===== src/rtl/uart_asm_pkg.sv =====
// Shared types and constants for the UART byte-to-sample assembler.
package uart_asm_pkg;

  typedef enum logic [1:0] {
    HUNT    = 2'd0,
    PAYLOAD = 2'd1,
    CHECK   = 2'd2,
    EMIT    = 2'd3
  } asm_state_e;

  localparam logic [7:0] DEFAULT_HEADER = 8'hA5;

  function automatic int bytes_for_width(input int width);
    return (width + 32'sd7) / 32'sd8;
  endfunction

endpackage


===== src/rtl/uart_sample_assembler.sv =====
// Packs UART bytes (header + LSB-first payload) into signed samples for the CIC.
// Define UART_ASM_CHECKSUM_EN to require a trailing XOR checksum byte per frame.
module uart_sample_assembler
  import uart_asm_pkg::*;
#(
  parameter int         SAMPLE_W    = 16,
  parameter logic [7:0] HEADER      = DEFAULT_HEADER,
  parameter int         TIMEOUT_CYC = 50000
) (
  input  logic                clk,
  input  logic                rst_n,
  input  logic [7:0]          rx_data,
  input  logic                rx_data_valid,
  output logic                rx_data_ready,
  output logic [SAMPLE_W-1:0] sample_data,
  output logic                sample_valid,
  input  logic                sample_ready,
  output logic                frame_err,
  output logic [7:0]          err_cnt
);

  localparam int BYTES = bytes_for_width(SAMPLE_W);
  localparam int ASM_W = 8 * BYTES;
  localparam int IDX_W = (BYTES > 1) ? $clog2(BYTES) : 1;
  localparam int TO_W  = $clog2(TIMEOUT_CYC);
  localparam logic [IDX_W-1:0] LAST_IDX = IDX_W'(BYTES - 1);
  localparam logic [TO_W-1:0]  TO_LAST  = TO_W'(TIMEOUT_CYC - 1);

  asm_state_e          state_r, state_nxt_s;
  logic [ASM_W-1:0]    asm_r, asm_nxt_s;
  logic [IDX_W-1:0]    idx_r, idx_nxt_s;
  logic [TO_W-1:0]     to_cnt_r, to_cnt_nxt_s;
  logic [SAMPLE_W-1:0] sample_data_r;
  logic                sample_valid_r;
  logic                frame_err_r;
  logic [7:0]          err_cnt_r;
  logic                accept_s;
  logic                err_s;
`ifdef UART_ASM_CHECKSUM_EN
  logic [7:0]          ck_r, ck_nxt_s;
`endif

  assign rx_data_ready = (state_r != EMIT);
  assign accept_s      = rx_data_valid && rx_data_ready;
  assign sample_data   = sample_data_r;
  assign sample_valid  = sample_valid_r;
  assign frame_err     = frame_err_r;
  assign err_cnt       = err_cnt_r;

  // Next-state, byte assembly and inter-byte timeout decisions.
  always_comb begin
    state_nxt_s  = state_r;
    asm_nxt_s    = asm_r;
    idx_nxt_s    = idx_r;
    to_cnt_nxt_s = to_cnt_r;
    err_s        = 1'b0;
`ifdef UART_ASM_CHECKSUM_EN
    ck_nxt_s     = ck_r;
`endif
    case (state_r)
      HUNT: begin
        to_cnt_nxt_s = '0;
        if (accept_s && (rx_data == HEADER)) begin
          state_nxt_s = PAYLOAD;
          idx_nxt_s   = '0;
          asm_nxt_s   = '0;
`ifdef UART_ASM_CHECKSUM_EN
          ck_nxt_s    = 8'h00;
`endif
        end else begin
          state_nxt_s = HUNT;
        end
      end
      PAYLOAD, CHECK: begin
        if (accept_s) begin
          // An accepted byte always wins over a coincident timeout.
          to_cnt_nxt_s = '0;
          if (state_r == PAYLOAD) begin
            asm_nxt_s[{idx_r, 3'b000} +: 8] = rx_data;
`ifdef UART_ASM_CHECKSUM_EN
            ck_nxt_s = ck_r ^ rx_data;
`endif
            if (idx_r == LAST_IDX) begin
              idx_nxt_s = '0;
`ifdef UART_ASM_CHECKSUM_EN
              state_nxt_s = CHECK;
`else
              state_nxt_s = EMIT;
`endif
            end else begin
              idx_nxt_s = idx_r + IDX_W'(1);
            end
          end else begin
`ifdef UART_ASM_CHECKSUM_EN
            if (rx_data == ck_r) begin
              state_nxt_s = EMIT;
            end else begin
              state_nxt_s = HUNT;
              err_s       = 1'b1;
            end
`else
            state_nxt_s = HUNT;
`endif
          end
        end else if (to_cnt_r == TO_LAST) begin
          state_nxt_s  = HUNT;
          err_s        = 1'b1;
          to_cnt_nxt_s = '0;
          idx_nxt_s    = '0;
        end else begin
          to_cnt_nxt_s = to_cnt_r + TO_W'(1);
        end
      end
      EMIT: begin
        to_cnt_nxt_s = '0;
        if (sample_ready) begin
          state_nxt_s = HUNT;
        end else begin
          state_nxt_s = EMIT;
        end
      end
      default: begin
        state_nxt_s  = HUNT;
        idx_nxt_s    = '0;
        to_cnt_nxt_s = '0;
      end
    endcase
  end

  // Frame-tracking state: FSM, assembly register, byte index, timeout counter.
  always_ff @(posedge clk or negedge rst_n) begin
    if (!rst_n) begin
      state_r  <= HUNT;
      asm_r    <= '0;
      idx_r    <= '0;
      to_cnt_r <= '0;
`ifdef UART_ASM_CHECKSUM_EN
      ck_r     <= 8'h00;
`endif
    end else begin
      state_r  <= state_nxt_s;
      asm_r    <= asm_nxt_s;
      idx_r    <= idx_nxt_s;
      to_cnt_r <= to_cnt_nxt_s;
`ifdef UART_ASM_CHECKSUM_EN
      ck_r     <= ck_nxt_s;
`endif
    end
  end

  // Output registers; sample_data only reloads on entry to EMIT so errors leave it intact.
  always_ff @(posedge clk or negedge rst_n) begin
    if (!rst_n) begin
      sample_data_r  <= '0;
      sample_valid_r <= 1'b0;
      frame_err_r    <= 1'b0;
      err_cnt_r      <= 8'd0;
    end else begin
      sample_valid_r <= (state_nxt_s == EMIT);
      frame_err_r    <= err_s;
      if ((state_r != EMIT) && (state_nxt_s == EMIT)) begin
        sample_data_r <= asm_nxt_s[SAMPLE_W-1:0];
      end
      if (err_s && (err_cnt_r != 8'hFF)) begin
        err_cnt_r <= err_cnt_r + 8'd1;
      end
    end
  end

endmodule


===== config.mk =====
export PLATFORM = sky130hd
export DESIGN_NAME = uart_sample_assembler
export DESIGN_NICKNAME = d
export VERILOG_FILES = /design/src/rtl/uart_asm_pkg.sv /design/src/rtl/uart_sample_assembler.sv
export SDC_FILE = /design/constraint.sdc
export NUM_CORES = 1
export LEC_CHECK = 0
export ABC_AREA = 1
export CAP_MARGIN = 20
export CORE_ASPECT_RATIO = 2
export CORE_MARGIN = 5
export CORE_UTILIZATION = 50
export DETAILED_ROUTE_END_ITERATION = 12
export DONT_BUFFER_PORTS = 1
export SYNTH_ARGS = -nofsm -noshare
export SYNTH_HDL_FRONTEND = slang
export SYNTH_SLANG_ARGS = --single-unit

===== constraint.sdc =====
create_clock -name clk -period 5.93 [get_ports clk]
set_input_delay 1.186 -clock clk [delete_from_list [all_inputs] [get_ports clk]]
set_output_delay 1.186 -clock clk [all_outputs]
set_load 0.005 [all_outputs]

# Word level (Yosys, flattened, before mapping)
# Cells that the tools add are included.
# word_totals
input_bits,12
ff_bits,61
# op_classes
n_reduce_logical,9
n_addsub,4
muxes,24
eq_ne,11
shifts,2
# op_table
operator,count
16-bit two-way mux,5
16-bit case mux with 2 select lines,2
"16-bit by 1-bit adder with 16-bit output, second input constant",1
16-bit bitwise mux,1
"16-bit == test, second input constant",1
"8-bit by 6-bit variable shift with 16-bit output, first input constant",1
8-bit by 6-bit variable part select with 16-bit output,1
2-bit two-way mux,5
1-bit two-way mux,9
"8-bit by 1-bit adder with 8-bit output, second input constant",1
"8-bit == test, second input constant",1
"8-bit != test, second input constant",1
"2-bit == test, second input constant",3
"3-bit != test, second input constant",2
4-bit negator with 6-bit output,1
2-bit case mux with 3 select lines,1
1-bit logical AND,4
"2-bit != test, second input constant",2
4-bit AND reduction,1
2-bit OR reduction,2
"2-bit by 1-bit == test with 1-bit output, second input constant",1
2-bit zero test,1
1-bit case mux with 2 select lines,1
2-bit nonzero test,1
"1-bit adder, second input constant",1

# Logic depth before layout (Yosys ltp)
# logic_depth
word_depth,7
depth_mapped,11
depth_no_buf,11

# Worst setup path before layout
# No wires, ideal clock.
# synth_timing
path_type,register to output
from,register state_r[0]
to,output port rx_data_ready
stages_incl_launch_ff,7
path_buffers,4
slack_ns,3.244
arrival_time_ns,1.500
path_cell_list,dfrtp_1 -> ha_1 -> buf_4 -> inv_2 -> buf_2 -> buf_2 -> buf_2
# synth_via
elab_chain_cells,1
# synth_lines
item,line,rtl
"start, declared",uart_sample_assembler.sv:29,"asm_state_e state_r, state_nxt_s;"
"start signal, assigned",uart_sample_assembler.sv:141,state_r <= state_nxt_s;
2-bit != test,uart_sample_assembler.sv:43,assign rx_data_ready = (state_r != EMIT);
"end, declared",uart_sample_assembler.sv:14,"output logic rx_data_ready,"
# No other way between the ends.

# Worst setup path in the final report
# Same ends and word-level chain as after synthesis.

==> key figures <==
Global route
  – Initial antenna violation count: 0
  – Vias in the first global route: 2747
  – Global-route wire length before repair: 12900 um
  – GRT Overall Usage: 20.2%
  – Gr ovfl total: 0
  – Largest net degree at the start of global routing: 62

Synth
  – Combinational family with the most area after synthesis: simple AND/OR/NAND/NOR gates
  – Seq/Total Area, Yosys: 46.6%
  – Post-Synthesis Cells: 409
  – #FFs+latches synth: 61
  – Simple-gate share of the synthesized area: 28.4%
  – Adder-Cell Fraction of Synth Area: 1.91%
  – Mux cell area share after synthesis: 0%
  – YS warnings: 0
  – Yosys cell types: 39
  – Avg Synthesized Cell Area: 8.01 um^2
  – Compound-Gate Fraction of Synth Area: 10.1%
  – Syn_nets: 426
  – XOR/XNOR share of the synthesized area: 2.41%
  – Cell Area, Synth: 3280 um^2

Final layout
  – Post-route cell area: 3630 um^2
  – Area taken by multi-input logic gates: 1400 um^2
  – Register area: 1530 um^2
  – Synthesis-to-finish area growth: 10.7%
  – # diodes: 0
  – Filler instances: 606
  – Final net count: 424
  – Commonest cells after routing, fill and taps aside: 95 x nand2_1, 61 x dfrtp_1, 54 x inv_1
  – Layout cell share with drive strength beyond 1: 9.71%
  – Commonest non-fill, non-tap cell in the layout: nand2_1
  – Final Non-Filler Cells: 498

Drt
  – Final Routed Wirelength: 7470 um
  – DRC errors left: 0
  – DR vias/cell: 5.29
  – Antenna Nets Post-Route: 0
  – DRT iter0 DRCs: 124
  – TritonRoute pass-1 iters: 5
  – Vias: 2634
  – WL/cell: 15.0 um

STA
  – Final worst path period need: 2.90 ns
  – Final Skew: 0.00371 ns
  – RSZ-0062 raised after global routing: no
  – Final WS setup: 3.03 ns
  – Final number of hold-violating endpoints: 0
  – Setup TNS: 0 ns
  – Final period util: 48.8%
  – Max Fclk: 345 MHz
  – Slew @ Worst Pin: 0.637 ns
  – Final setup fails: 0
  – Slew margin rel.: 57.5%
  – Slew Limit Fails: 0

Clock network
  – CTS buffer count: 9
  – Post-CTS Setup Inserts: 0
  – CTS resizes: 0
  – Bufs on Longest Clock Path: 2
  – Clk slew on worst S/H paths: 0.05 ns
  – Root Driver: clkbuf_16
  – # clock sinks: 61
  – Post-cts hold buffer count: 0
  – Htree depth: 3
  – Clk Latency, worst-skew pair: 0.32 ns
  – CTS tree: done

Floorplanning
  – Initial Util: 51.5%
  – Die width: 67.2 um
  – CORE AREA: 6360 um^2
  – Num rows: 41
  – Die ar.: 8370 um^2
  – Number of I/O pins: 39
  – Die height: 124 um

Place
  – Post-Place Cells: 482
  – Final RePlAce weighted congestion: 0.827
  – IO Port Bufs: 0
  – Area after DPL: 3300 um^2
  – Pre-CTS setup slack: 3.21 ns
  – DP HPWL: 5370 um

Worst setup path
  – Worst Path Required: 4.74 ns
  – Crit path kind: register to primary output
  – Critical R2R Capture: sample_data[8]
  – Worst setup EP type: primary output
  – R2r setup slk: 3.22 ns
  – Reg2reg path depth: 9
  – Crit Path Max Fanout: 30
  – Worst Path Arrival: 1.71 ns
  – Nature of the critical path startpoint: register
  – Reg2Reg Launch Point: state_r[0]

Power and ir drop
  – Peak VDD IR: 0.292 mV
  – Pwr dens: 374 nW/um^2
  – Pleak: 1.76 nW

Min path
  – Hold WC Path Type: register to register
  – Hold depth: 1
  – Hold EP: to_cnt_r[0]
  – Hold Startpoint: to_cnt_r[0]

Run
  – # Max-Cap Violations: 0

Run status
  – Status: finished clean
cell usage after synthesis (all sizes together):
| master | count | area [um^2] |
|---|---|---|
| nor2 | 35 | 155 |
| a21oi | 10 | 65.1 |
| nand3b | 1 | 7.51 |
| nor3 | 12 | 65.1 |
| ha | 5 | 62.6 |
| nand2 | 97 | 374 |
| o31ai | 9 | 67.6 |
| inv | 64 | 243 |
| xor2 | 7 | 61.3 |
| clkinv | 6 | 22.5 |
| nand3 | 25 | 130 |
| a21boi | 1 | 7.51 |
| nand4 | 22 | 168 |
| clkbuf | 1 | 3.75 |
| o211ai | 6 | 45.0 |
| buf | 12 | 78.8 |
| nor4 | 2 | 12.5 |
| xnor2 | 2 | 17.5 |
| a31oi | 1 | 6.26 |
| o21ai | 27 | 139 |
| or2 | 1 | 6.26 |
| dfrtp | 61 | 1530 |
| and3 | 2 | 12.5 |
worst max path at each step:
stage	endpoint	startpoint
3_3_place_gp	sample_data[11]	state_r[0]
6_report	rx_data_ready	state_r[0]
3_5_place_dp	sample_data[8]	state_r[0]
4_1_cts	rx_data_ready	state_r[0]
5_1_grt	rx_data_ready	state_r[0]
2_1_floorplan	rx_data_ready	state_r[0]
registers in the layout (all words and copies together) (netlist names):
name          flops
asm_r            16
sample_data      16
to_cnt_r         16
err_cnt           8
state_r           2
frame_err         1
idx_r             1
sample_valid      1
layer usage:
metal  routed length, um  global-route usage [%]
met2                4040                    34.7
met1                2850                    21.6
met5                   0                       0
met4                 255                    10.0
met3                 324                    5.69
stage by stage:
| step | hold slack, ns | power (W) | utilization [%] |
|---|---|---|---|
| after floorplan | 0.432 | 0.000744 | - |
| after global placement | 0.455 | 0.000799 | 51.9 |
| after detailed placement | 0.455 | 0.000802 | 51.9 |
| after CTS | 0.462 | 0.00137 | 57.0 |
| after global routing | 0.494 | 0.00144 | 57.0 |
| final | 0.459 | 0.00136 | 57.0 |
kinds of logic after synthesis:
group | count (synthesis)
adders and majority gates | 5
buffers and inverters | 83
DFF | 61
xor gates and xnor gates | 9
AOI/OAI and AO/OA | 54
and+or+nand+nor | 197
worst max-delay path, stage by stage (launching register included):
cell	delay, ns
dfrtp_1	0.40
ha_1	0.41
inv_2	0.56
area by class of cell:
class / instances / share of cell area [%]
well taps: 86 / 2.97
clock buffers: 10 / 6.59
multi-input cells: 265 / 38.7
clock inverters: 6 / 2.38
flip-flops and latches: 61 / 42.1
inverters: 70 / 7.31
report_power, final:
| group | total (W) | internal (W) | leakage (nW) | switching, W |
|---|---|---|---|---|
| clock network | 0.000561 | 0.000378 | 0.158 | 0.000183 |
| registers | 0.000518 | 0.000484 | 0.836 | 0.0000343 |
| logic | 0.000277 | 0.0000808 | 0.763 | 0.000196 |
| total | 0.00136 | 0.000942 | 1.76 | 0.000414 |
Note: power is estimated with default switching activity, not from simulation.
